<file path="src/rtl/pipeline_stall_ctrl.sv">
// Stall/flush controller for the 4-stage IF/DOF/EX/WB pipeline: drives PC/IR enables,
// inserts EX bubbles, carries RW/DA/MW down to EX and WB, and counts stall cycles.
module pipeline_stall_ctrl #(
    parameter int FLUSH_CYCLES = 1,
    parameter int CNT_W        = 16
) (
    input  logic             clk,
    input  logic             reset,
    input  logic             DHS,
    input  logic             B_D,
    input  logic             RW_d,
    input  logic [2:0]       DA_d,
    input  logic             MW_d,
    output logic             PC_EN,
    output logic             IR_EN,
    output logic             RW_ex,
    output logic [2:0]       DA_ex,
    output logic             MW_ex,
    output logic             RW_wb,
    output logic [2:0]       DA_wb,
    output logic             STALL,
    output logic             FLUSH,
    output logic [CNT_W-1:0] STALL_CNT
);

    typedef enum logic {
        ST_RUN   = 1'b0,
        ST_FLUSH = 1'b1
    } state_e;

    localparam logic [2:0] FLUSH_INIT = 3'(FLUSH_CYCLES);

    state_e            state_q, state_d;
    logic [2:0]        flush_rem_q, flush_rem_d;
    logic              rw_ex_q, rw_ex_d;
    logic [2:0]        da_ex_q, da_ex_d;
    logic              mw_ex_q, mw_ex_d;
    logic              rw_wb_q, rw_wb_d;
    logic [2:0]        da_wb_q, da_wb_d;
    logic [CNT_W-1:0]  stall_cnt_q, stall_cnt_d;

    logic pc_en, ir_en, stall, flush, bubble;

    // NOTE: every variable written here gets a default first, so no path can infer a latch.
    always_comb begin
        state_d     = state_q;
        flush_rem_d = flush_rem_q;
        stall_cnt_d = stall_cnt_q;
        pc_en       = 1'b0;
        ir_en       = 1'b0;
        stall       = 1'b0;
        flush       = 1'b0;
        bubble      = 1'b1;

        unique case (state_q)
            ST_RUN: begin
                if (!B_D) begin
                    // Branch wins over a simultaneous hazard: the stalled operand is squashed anyway.
                    pc_en       = 1'b1;
                    ir_en       = 1'b1;
                    flush       = 1'b1;
                    state_d     = ST_FLUSH;
                    flush_rem_d = FLUSH_INIT;
                end else if (!DHS) begin
                    stall = 1'b1;
                    if (stall_cnt_q != '1) begin
                        stall_cnt_d = stall_cnt_q + 1'b1;
                    end
                end else begin
                    pc_en  = 1'b1;
                    ir_en  = 1'b1;
                    bubble = 1'b0;
                end
            end
            ST_FLUSH: begin
                pc_en       = 1'b1;
                ir_en       = 1'b1;
                flush       = 1'b1;
                flush_rem_d = flush_rem_q - 3'd1;
                if (flush_rem_q <= 3'd1) begin
                    state_d = ST_RUN;
                end
            end
            default: state_d = ST_RUN;
        endcase
    end

    // A bubble zeroes DA as well as the enables so downstream comparators see nothing.
    always_comb begin
        rw_ex_d = bubble ? 1'b0 : RW_d;
        da_ex_d = bubble ? 3'd0 : DA_d;
        mw_ex_d = bubble ? 1'b0 : MW_d;
        rw_wb_d = rw_ex_q;
        da_wb_d = da_ex_q;
    end

    // NOTE: sequential state uses non-blocking assignments so all flops update from pre-edge values.
    always_ff @(posedge clk or posedge reset) begin
        if (reset) begin
            state_q     <= ST_RUN;
            flush_rem_q <= 3'd0;
            rw_ex_q     <= 1'b0;
            da_ex_q     <= 3'd0;
            mw_ex_q     <= 1'b0;
            rw_wb_q     <= 1'b0;
            da_wb_q     <= 3'd0;
            stall_cnt_q <= '0;
        end else begin
            state_q     <= state_d;
            flush_rem_q <= flush_rem_d;
            rw_ex_q     <= rw_ex_d;
            da_ex_q     <= da_ex_d;
            mw_ex_q     <= mw_ex_d;
            rw_wb_q     <= rw_wb_d;
            da_wb_q     <= da_wb_d;
            stall_cnt_q <= stall_cnt_d;
        end
    end

    // Enables are forced low for the whole reset assertion, not just until the next edge.
    assign PC_EN     = pc_en & ~reset;
    assign IR_EN     = ir_en & ~reset;
    assign STALL     = stall & ~reset;
    assign FLUSH     = flush & ~reset;
    assign RW_ex     = rw_ex_q;
    assign DA_ex     = da_ex_q;
    assign MW_ex     = mw_ex_q;
    assign RW_wb     = rw_wb_q;
    assign DA_wb     = da_wb_q;
    assign STALL_CNT = stall_cnt_q;

endmodule

</file>
<file path="config.mk">
export PLATFORM = sky130hd
export DESIGN_NAME = pipeline_stall_ctrl
export DESIGN_NICKNAME = d
export VERILOG_FILES = /design/src/rtl/pipeline_stall_ctrl.sv
export SDC_FILE = /design/constraint.sdc
export NUM_CORES = 1
export LEC_CHECK = 0
export CAP_MARGIN = 20
export CORE_ASPECT_RATIO = 0.8
export CORE_MARGIN = 1.5
export CORE_UTILIZATION = 43
export CTS_CLUSTER_SIZE = 14
export DETAILED_ROUTE_END_ITERATION = 10
export DONT_BUFFER_PORTS = 1
export SYNTH_ARGS = -nofsm -noshare
export SYNTH_HDL_FRONTEND = slang
export SYNTH_SLANG_ARGS = --single-unit
</file>
<file path="constraint.sdc">
create_clock -name clk -period 4 [get_ports clk]
set_input_delay 0.8 -clock clk [delete_from_list [all_inputs] [get_ports clk]]
set_output_delay 0.8 -clock clk [all_outputs]
set_load 0.05 [all_outputs]
</file>
---- Word level (Yosys, flattened, before mapping) ----
Cells that the tools add are included.
cells by class
  add/subtract/negate cells ............... 2
  order comparisons ....................... 1
  eq/ne operators ......................... 2
  multiplexer cells ....................... 17
  bitwise logic cells ..................... 6
  reductions and logical operators ........ 1
operator list
  operator                                                        number
  adder 16 x 1 -> 16 bit, second input constant                   1
  != test 16 bit, second input constant                           1
  2-to-1 mux 1 bit                                                11
  2-to-1 mux 3 bit                                                2
  case mux 1 bit (2 select lines)                                 3
  case mux 3 bit (2 select lines)                                 1
  AND reduction 4 bit                                             1
  AND 1 bit                                                       3
  less-or-equal comparator 3 x 1 -> 1 bit, second input constant  1
  inverter 1 bit                                                  3
  subtractor 3 x 1 -> 3 bit, second input constant                1
  != test 2 bit, second input constant                            1
storage, ports and cells
  register bits after elaboration ......... 29
  input port bits ......................... 9
  output and inout bits ................... 29

---- Depth between registers and ports, before layout ----
Gate-level depths: netlist (run 1).
  depth after elaboration ................. 4
  depth in mapped cells ................... 6

---- Worst setup path before layout (run 1) ----
No wires, ideal clock.
  kind .................................... input-to-output
  start ................................... input reset
  end ..................................... output PC_EN
  arrival time ............................ 2271 ps
  required time ........................... 3200 ps
  setup slack ............................. 929 ps
  cell stages on the path ................. 3
  buffers on the path ..................... 1
  path through ............................ inv_1 > and2_1 > buf_4
on the way
  word-level cells in the longest chain between the ends .. 2
ends and longest elaborated chain
  element         line  RTL
  from (decl)     8     input logic reset,
  inverter 1 bit  n/a
  AND 1 bit       n/a
  to (decl)       14    output logic PC_EN,
No other way between the ends.

---- Worst setup path after layout (run 1) ----
  start ................................... input DHS
  end ..................................... output STALL
on the way
  word-level cells in the longest chain between the ends .. 4
ends and longest elaborated chain
  element           line  RTL
  from (decl)       9     input logic DHS,
  2-to-1 mux 1 bit  64    end else if (!DHS) begin
  2-to-1 mux 1 bit  57    if (!B_D) begin
  2-to-1 mux 1 bit  55    unique case (state_q)
  AND 1 bit         123   assign STALL = stall & ~reset;
  to (decl)         21    output logic STALL,
No other way between the ends.

==> metrics.sh, run 1 <==
STATUS='completed'
SYN_AREA_PER_CELL_UM2=11.63
REG2REGPATHDEPTH=6
NETLIST-CELL-TYPE-COUNT=28
GRT_OVERFLOW=0
WORST_ENDPOINT_REQUIRED_TIME_NS=3.20
VIAS=808
MIN_PATH_TYPE='primary input to asynchronous set/reset pin'
NUMBER_OF_FLOPS_MAPPED_TO_ENABLE_CELLS_BY_YOSYS=0
CLOCK.FMAX_MHz=354.3
ROUTE.DETAILED.WL_PER_INST_UM=14.55
SYNTH.YOSYS.SEQ_AREA_SHARE=0.5726
YOSYS_WARNINGS=0
DIE_W_UM=63.70
TIMING.RR.START='STALL_CNT[0]$_DFFE_PP0P_'
RSZ_0062_RAISED_AFTER_GLOBAL_ROUTING='no'
WORSTMARGINPINSLEW_NS=0.9831
TOTAL_DIE_AREA_UM2=3284
POST_CTS_RESIZE_COUNT=0
FINAL_LAYOUT_SIZE_SUFFIX_GT1_FRAC=0.1466
CRIT_PATH_CELL_TRACE='or3b_1 -> nor2_1'
ROUTER_ITERATIONS_BEFORE_ANTENNA_REPAIR=4
TRITONCTS='built'
FP.COREAREA_UM2=2786
TIMING.CLOCK.SKEW_NS=0.004080
NUM_ANTENNA_CELLS=0
AVGVIACOUNTPERCELL=5.247
TRITONCTS_NUM_SINKS=29
POSTSYNTHREGISTERBITS=29
CRITICAL_PATH.N_BUFFERS_INVERTERS=0
SYNTHTOLAYOUTAREAGROWTH_PCT=10.76
CELLPOWERDENSITY_nW_PER_UM2=654.6
VDD_IR_MAX_mV=0.3655
POST-ROUTE-WORST-SETUP-SLACK_NS=1.177
HTREE_LEVELS=2
CLK_TRANSITION_REPORTED_PATHS_NS=0.06
SETUP_FIX_BUFFERS_ADDED_AFTER_CLOCK_TREE_SYNTHESIS=0
DRC=0
HOLD_VIOLATIONS=0
PLACEMENTROWS=17
DIE-HEIGHT_UM=51.56
CTS_HOLD_REPAIR.BUFFERS=0
FINALSETUPTNS_NS=0
MOSTFREQUENTLAYOUTCELL='dfrtp_1'
SLEW_VIOL_FINAL=0
CRITICAL_PATH.STARTPOINT_TYPE='primary input'
SYN_NETS=121
FIRST_GLOBAL_VIAS=785
DRT_FIRST_ITER_VIOLATIONS=68
ASYNC_FLOP_SHARE=1.000
SYNTHESIZED_INSTANCE_COUNT=109
ANT_NETS=0
DESIGN.PORTCOUNT=38
INITIAL_ANTENNA_VIOLATION_COUNT=0
GRT.TOTAL_USAGE=0.1623
MAX_CAP_VIOLATIONS=0
POST_SYNTH_INSTANCE_AREA_UM2=1267
WIRELENGTH_UM=2241
RRSETUPSLACK_NS=1.30
LAYOUT_WORST_PATH_CYCLE_SHARE=0.7056
TOTAL_NUMBER_OF_NETS_IN_THE_FINAL_DESIGN=127
START_UTIL=0.4549
CTS_ROOT_BUFFER='clkbuf_8'
CTSLONGESTPATHBUFFERS=2
IO_BUFFERS=0
CP.ARRIVAL_NS=2.02
TOTAL_CTS_BUFFERS=5
WORSTREG2REGEND='STALL_CNT[1]$_DFFE_PP0P_'
FINALCOREUTILIZATION=0.5038
GRT_FIRST_PASS_WIRELENGTH_UM=3850
DETAILEDPLACE.WORSTSLACK_NS=1.173
CRIT_FAMILY='simple AND/OR/NAND/NOR gates'
GLOBALPLACE.CONGESTION=0.7992
CATEGORY_OF_THE_CRITICAL_SETUP_TIMING_PATH='primary input to output pin'
DPL.HPWL_UM=1637
TIMING.SLEW.HEADROOM=0.3386
CRIT_PATH_END_KIND='output pin'
SETUP_VIOL=0
CRITICAL-PATH-MAX-STAGE-DELAY_NS=0.73
YOSYS_MOST_USED_DFF='dfrtp_1'
LARGEST_NET_DEGREE_AT_THE_START_OF_GLOBAL_ROUTING=31
TIMING.FINAL.CRIT_PERIOD_NS=2.823
CLOCK_LATENCY_NS=0.28
CRIT_PATH_MAX_FANOUT=11
TIMING.CRITICAL_PATH.SLOWEST_STAGE_CELL='nor2_1'
FINAL_CELL_MIX='29 x dfrtp_1, 11 x xor2_1, 7 x nand4_1, 7 x nand2_1, 6 x and3_1'
POWER.LEAKAGE_nW=0.6683
## cells by family (layout without fill, tap and decap cells)
kind of cell | Yosys count | after routing | synth area share
mux | 3 | 3 | 0.02468
buf+inv | 8 | 15 | 0.02764
compound gates | 5 | 5 | 0.02666
simple gates | 46 | 46 | 0.2152
flops | 29 | 29 | 0.5726
fa+ha+maj | 3 | 3 | 0.02962
xor+xnor | 15 | 15 | 0.1036
## report_power, final
| part | switching, mW | total [mW] | internal, mW |
|---|---|---|---|
| clock | 0.108 | 0.228 | 0.120 |
| combinational | 0.0869 | 0.152 | 0.0648 |
| sequential | 0.193 | 0.539 | 0.346 |
## per-layer routing
metal | vias to the layer above | GRT usage | wire [um]
met1 | 385 | 0.1969 | 987
met2 | 29 | 0.2333 | 1021
met4 | 0 | 0.1196 | 53
li1 | 389 | - | -
met5 | - | 0 | 0
met3 | 5 | 0.06710 | 179
## synthesized netlist by cell type (2+ instances only)
cell type  number  area share
and2_1          2      0.0099
xnor2_1         4       0.028
o21ai_0         2      0.0079
nand4_1         7       0.035
nand2_1         7       0.021
nand3_1         4       0.016
nor3_2          3       0.024
dfrtp_1        29        0.57
mux2i_1         2       0.016
xor2_1         11       0.076
ha_1            3       0.030
inv_1           4       0.012
and3_1          6       0.030
nor2b_1         2      0.0099
nor3_1          2      0.0079
nor2_1          5       0.015
nor4_1          4       0.020
clkbuf_1        2      0.0059
## worst max-delay path by stage
stage | start | to | slack [ns] | depth (start not counted)
floorplan | reset | PC_EN | 0.93 | 3
CTS | DHS | STALL | 1.17 | 2
global route | STALL_CNT[0]$_DFFE_PP0P_ | STALL_CNT[1]$_DFFE_PP0P_ | 1.02 | 6
finish | DHS | STALL | 1.18 | 2
global placement | DHS | STALL | 1.18 | 2
detailed placement | DHS | STALL | 1.17 | 2
## registers in the layout (all words and copies together) (netlist names)
| register | count |
|---|---|
| RW_wb | 1 |
| RW_ex | 1 |
| DA_wb | 3 |
| state_q | 1 |
| DA_ex | 3 |
| MW_ex | 1 |
| flush_rem_q | 3 |
| STALL_CNT | 16 |
## through the flow
stage               instances  total power [mW]  hold WS (ns)  instance area (um2)
CTS                       154            0.9342        0.4836                 1404
detailed placement        146            0.6993        0.4841                 1318
floorplan                 109            0.6597        0.4505                 1267
global route              154            0.9779        0.4982                 1404
finish                    154            0.9190        0.4771                 1404
global placement          146            0.6894        0.4738                 1318
## cell type report
type	count	area [um2]
Clock buffer	5	68.82
Clock inverter	3	17.52
Fill cell	259	1383
Inverter	4	15.01
Multi-Input combinational cell	72	506.7
Sequential cell	29	725.7
Tap cell	38	47.55
Timing Repair Buffer	3	22.52
No activity file was read; power rests on OpenSTA's default activity.
==> run 2: changes to the inputs <==
- clock period: 4 -> 2.4 ns (I/O delays scaled with it)
==> run 2 against run 1 <==
Against the previous run:
- first-iteration DRC count decreased by 49%
- clock skew is essentially flat
- clock-buffer cell count unchanged
- critical path depth up 1
- die area is the same
- register-to-register slack lost 0.89 ns
- worst hold slack lost 0.31 ns
- sequential share of layout area decreased by 6.3 points
- total power is 99% higher
- final cell count rose by 12%
- routed wire length increased by 3.4%
- combinational power increased to 3.5 times the previous value
- largest cell class unchanged
- largest power group unchanged
- highest routed layer unchanged
==> metrics.sh, run 2 (synthesized netlist as in run 1, its figures left out) <==
GRT_FIRST_PASS_WIRELENGTH_UM=4084
REG2REGPATHDEPTH=4
CLOCK_LATENCY_NS=0.28
LARGEST_REG_FLOPS=16
SYNTHTOLAYOUTAREAGROWTH_PCT=26.06
PLACEMENTROWS=17
DIE-HEIGHT_UM=51.56
START_UTIL=0.4549
ROUTER_ITERATIONS_BEFORE_ANTENNA_REPAIR=4
STDCELL_COUNT=173
LAYOUT_WORST_PATH_CYCLE_SHARE=0.9273
TOTAL_CTS_BUFFERS=5
DRT_FIRST_ITER_VIOLATIONS=35
GRT.TOTAL_USAGE=0.1652
HTREE_LEVELS=2
MOSTFREQUENTLAYOUTCELL='dfrtp_1'
CP.ARRIVAL_NS=1.75
TIMING.RR.START='state_q$_DFF_PP0_'
SUM_OF_INTERNAL_SWITCHING_AND_LEAKAGE_POWER_mW=1.828
TOTAL_NUMBER_OF_NETS_IN_THE_FINAL_DESIGN=146
STATUS='completed'
MAX_CAP_VIOLATIONS=0
DIE_W_UM=63.70
RSZ_0062_RAISED_AFTER_GLOBAL_ROUTING='no'
WORST_ENDPOINT_REQUIRED_TIME_NS=1.92
FINALSETUPTNS_NS=0
NUM_ANTENNA_CELLS=0
CELLPOWERDENSITY_nW_PER_UM2=1144
TIMING.FINAL.CRIT_PERIOD_NS=2.226
VIAS=869
TIMING.SLEW.HEADROOM=0.6717
SETUP.WORST_PATH.START='state_q$_DFF_PP0_'
ANT_NETS=0
MIN_PATH_TYPE='primary input to asynchronous set/reset pin'
LARGEST_NET_DEGREE_AT_THE_START_OF_GLOBAL_ROUTING=30
VDD_IR_MAX_mV=0.7445
TRITONCTS_NUM_SINKS=29
SLEW_VIOL_FINAL=0
CRITICAL_PATH.STARTPOINT_TYPE='flop'
NUMPLACEDINSTANCES=165
ROUTEDLENGTHMET1_UM=1097
ROUTE.MET2.WL_UM=1031
CTS_HOLD_REPAIR.BUFFERS=0
DESIGN.PORTCOUNT=38
TOPROUTINGLAYERUSED='met4'
WIRELENGTH_UM=2317
DPL.HPWL_UM=1742
CTS_ROOT_BUFFER='clkbuf_8'
CRIT_PATH_MAX_FANOUT=11
WHS_NS=0.1673
FIRST_GLOBAL_VIAS=893
TIMING.CLOCK.SKEW_NS=0.003983
ROUTE.DETAILED.WL_PER_INST_UM=13.39
CRIT_PATH_END_KIND='output pin'
CATEGORY_OF_THE_CRITICAL_SETUP_TIMING_PATH='flop to output pin'
GRT_OVERFLOW=0
TOTAL_DIE_AREA_UM2=3284
AVGVIACOUNTPERCELL=5.023
CTSLONGESTPATHBUFFERS=2
HOLD_VIOLATIONS=0
SETUP_VIOL=0
CLK_TRANSITION_REPORTED_PATHS_NS=0.06
INITIAL_ANTENNA_VIOLATION_COUNT=0
POWER.LEAKAGE_nW=0.7856
ROUTED-WL-MET3_UM=156
CLOCK.FMAX_MHz=449.3
FINALCOREUTILIZATION=0.5734
DRC=0
IO_BUFFERS=0
WORSTMARGINPINSLEW_NS=0.4915
POST_CTS_RESIZE_COUNT=0
FINAL_LAYOUT_SIZE_SUFFIX_GT1_FRAC=0.2741
FINAL_CELL_MIX='29 x dfrtp_1, 22 x buf_4, 11 x xor2_1'
TRITONCTS='built'
SETUP_FIX_BUFFERS_ADDED_AFTER_CLOCK_TREE_SYNTHESIS=0
FP.COREAREA_UM2=2786
GLOBALPLACE.CONGESTION=0.7712
==> run 2: changes by cell type in the layout (fill, tap and decap cells not counted) <==
cell       change
buf_4         +19
clkinv_2       -1
bufinv_16      +2
inv_1          -1
==> run 2: layout make-up <==
type / instances / area (um2)
Clock buffer: 5 / 68.82
Clock inverter: 3 / 65.06
Fill cell: 239 / 1189
Inverter: 4 / 18.77
Multi-Input combinational cell: 72 / 506.7
Sequential cell: 29 / 725.7
Tap cell: 38 / 47.55
Timing Repair Buffer: 22 / 165.2
==> run 2: worst paths after layout <==
check	endpoint	slack, ns
hold reg to reg	flush_rem_q[2]$_DFFE_PP0N_	0.49
min in group clk	flush_rem_q[1]$_DFFE_PP0N_	0.35
max in group asynchronous	STALL_CNT[7]$_DFFE_PP0P_	1.97
setup / recovery	IR_EN	0.17
setup reg to reg	STALL_CNT[15]$_DFFE_PP0P_	0.41
hold / removal	STALL_CNT[2]$_DFFE_PP0P_	0.17
==> run 2: report_power, final <==
part | switching [mW] | leakage [nW] | internal, mW
Combinational | 0.364 | 0.339 | 0.171
Clock | 0.181 | 0.0681 | 0.412
Sequential | 0.118 | 0.379 | 0.581
==> run 2: critical path: stages, from the launching register on <==
cell and delay, ns:
dfrtp_1 0.44, or3b_1 0.56, and2_1 0.24, buf_4 0.23
==> run 2: routing by layer <==
layer	up-vias	track usage
met2	23	0.2509
li1	426	-
met1	415	0.2110
met5	-	0
met3	5	0.06277
met4	0	0.07609
==> run 2: metrics by stage <==
stage,worst slack (ns),instance area [um2]
6_report,0.1744,1598
5_1_grt,0.08222,1598
4_1_cts,0.1724,1598
3_5_place_dp,0.4222,1464
3_3_place_gp,0.4392,1464
2_1_floorplan,0.2298,1271
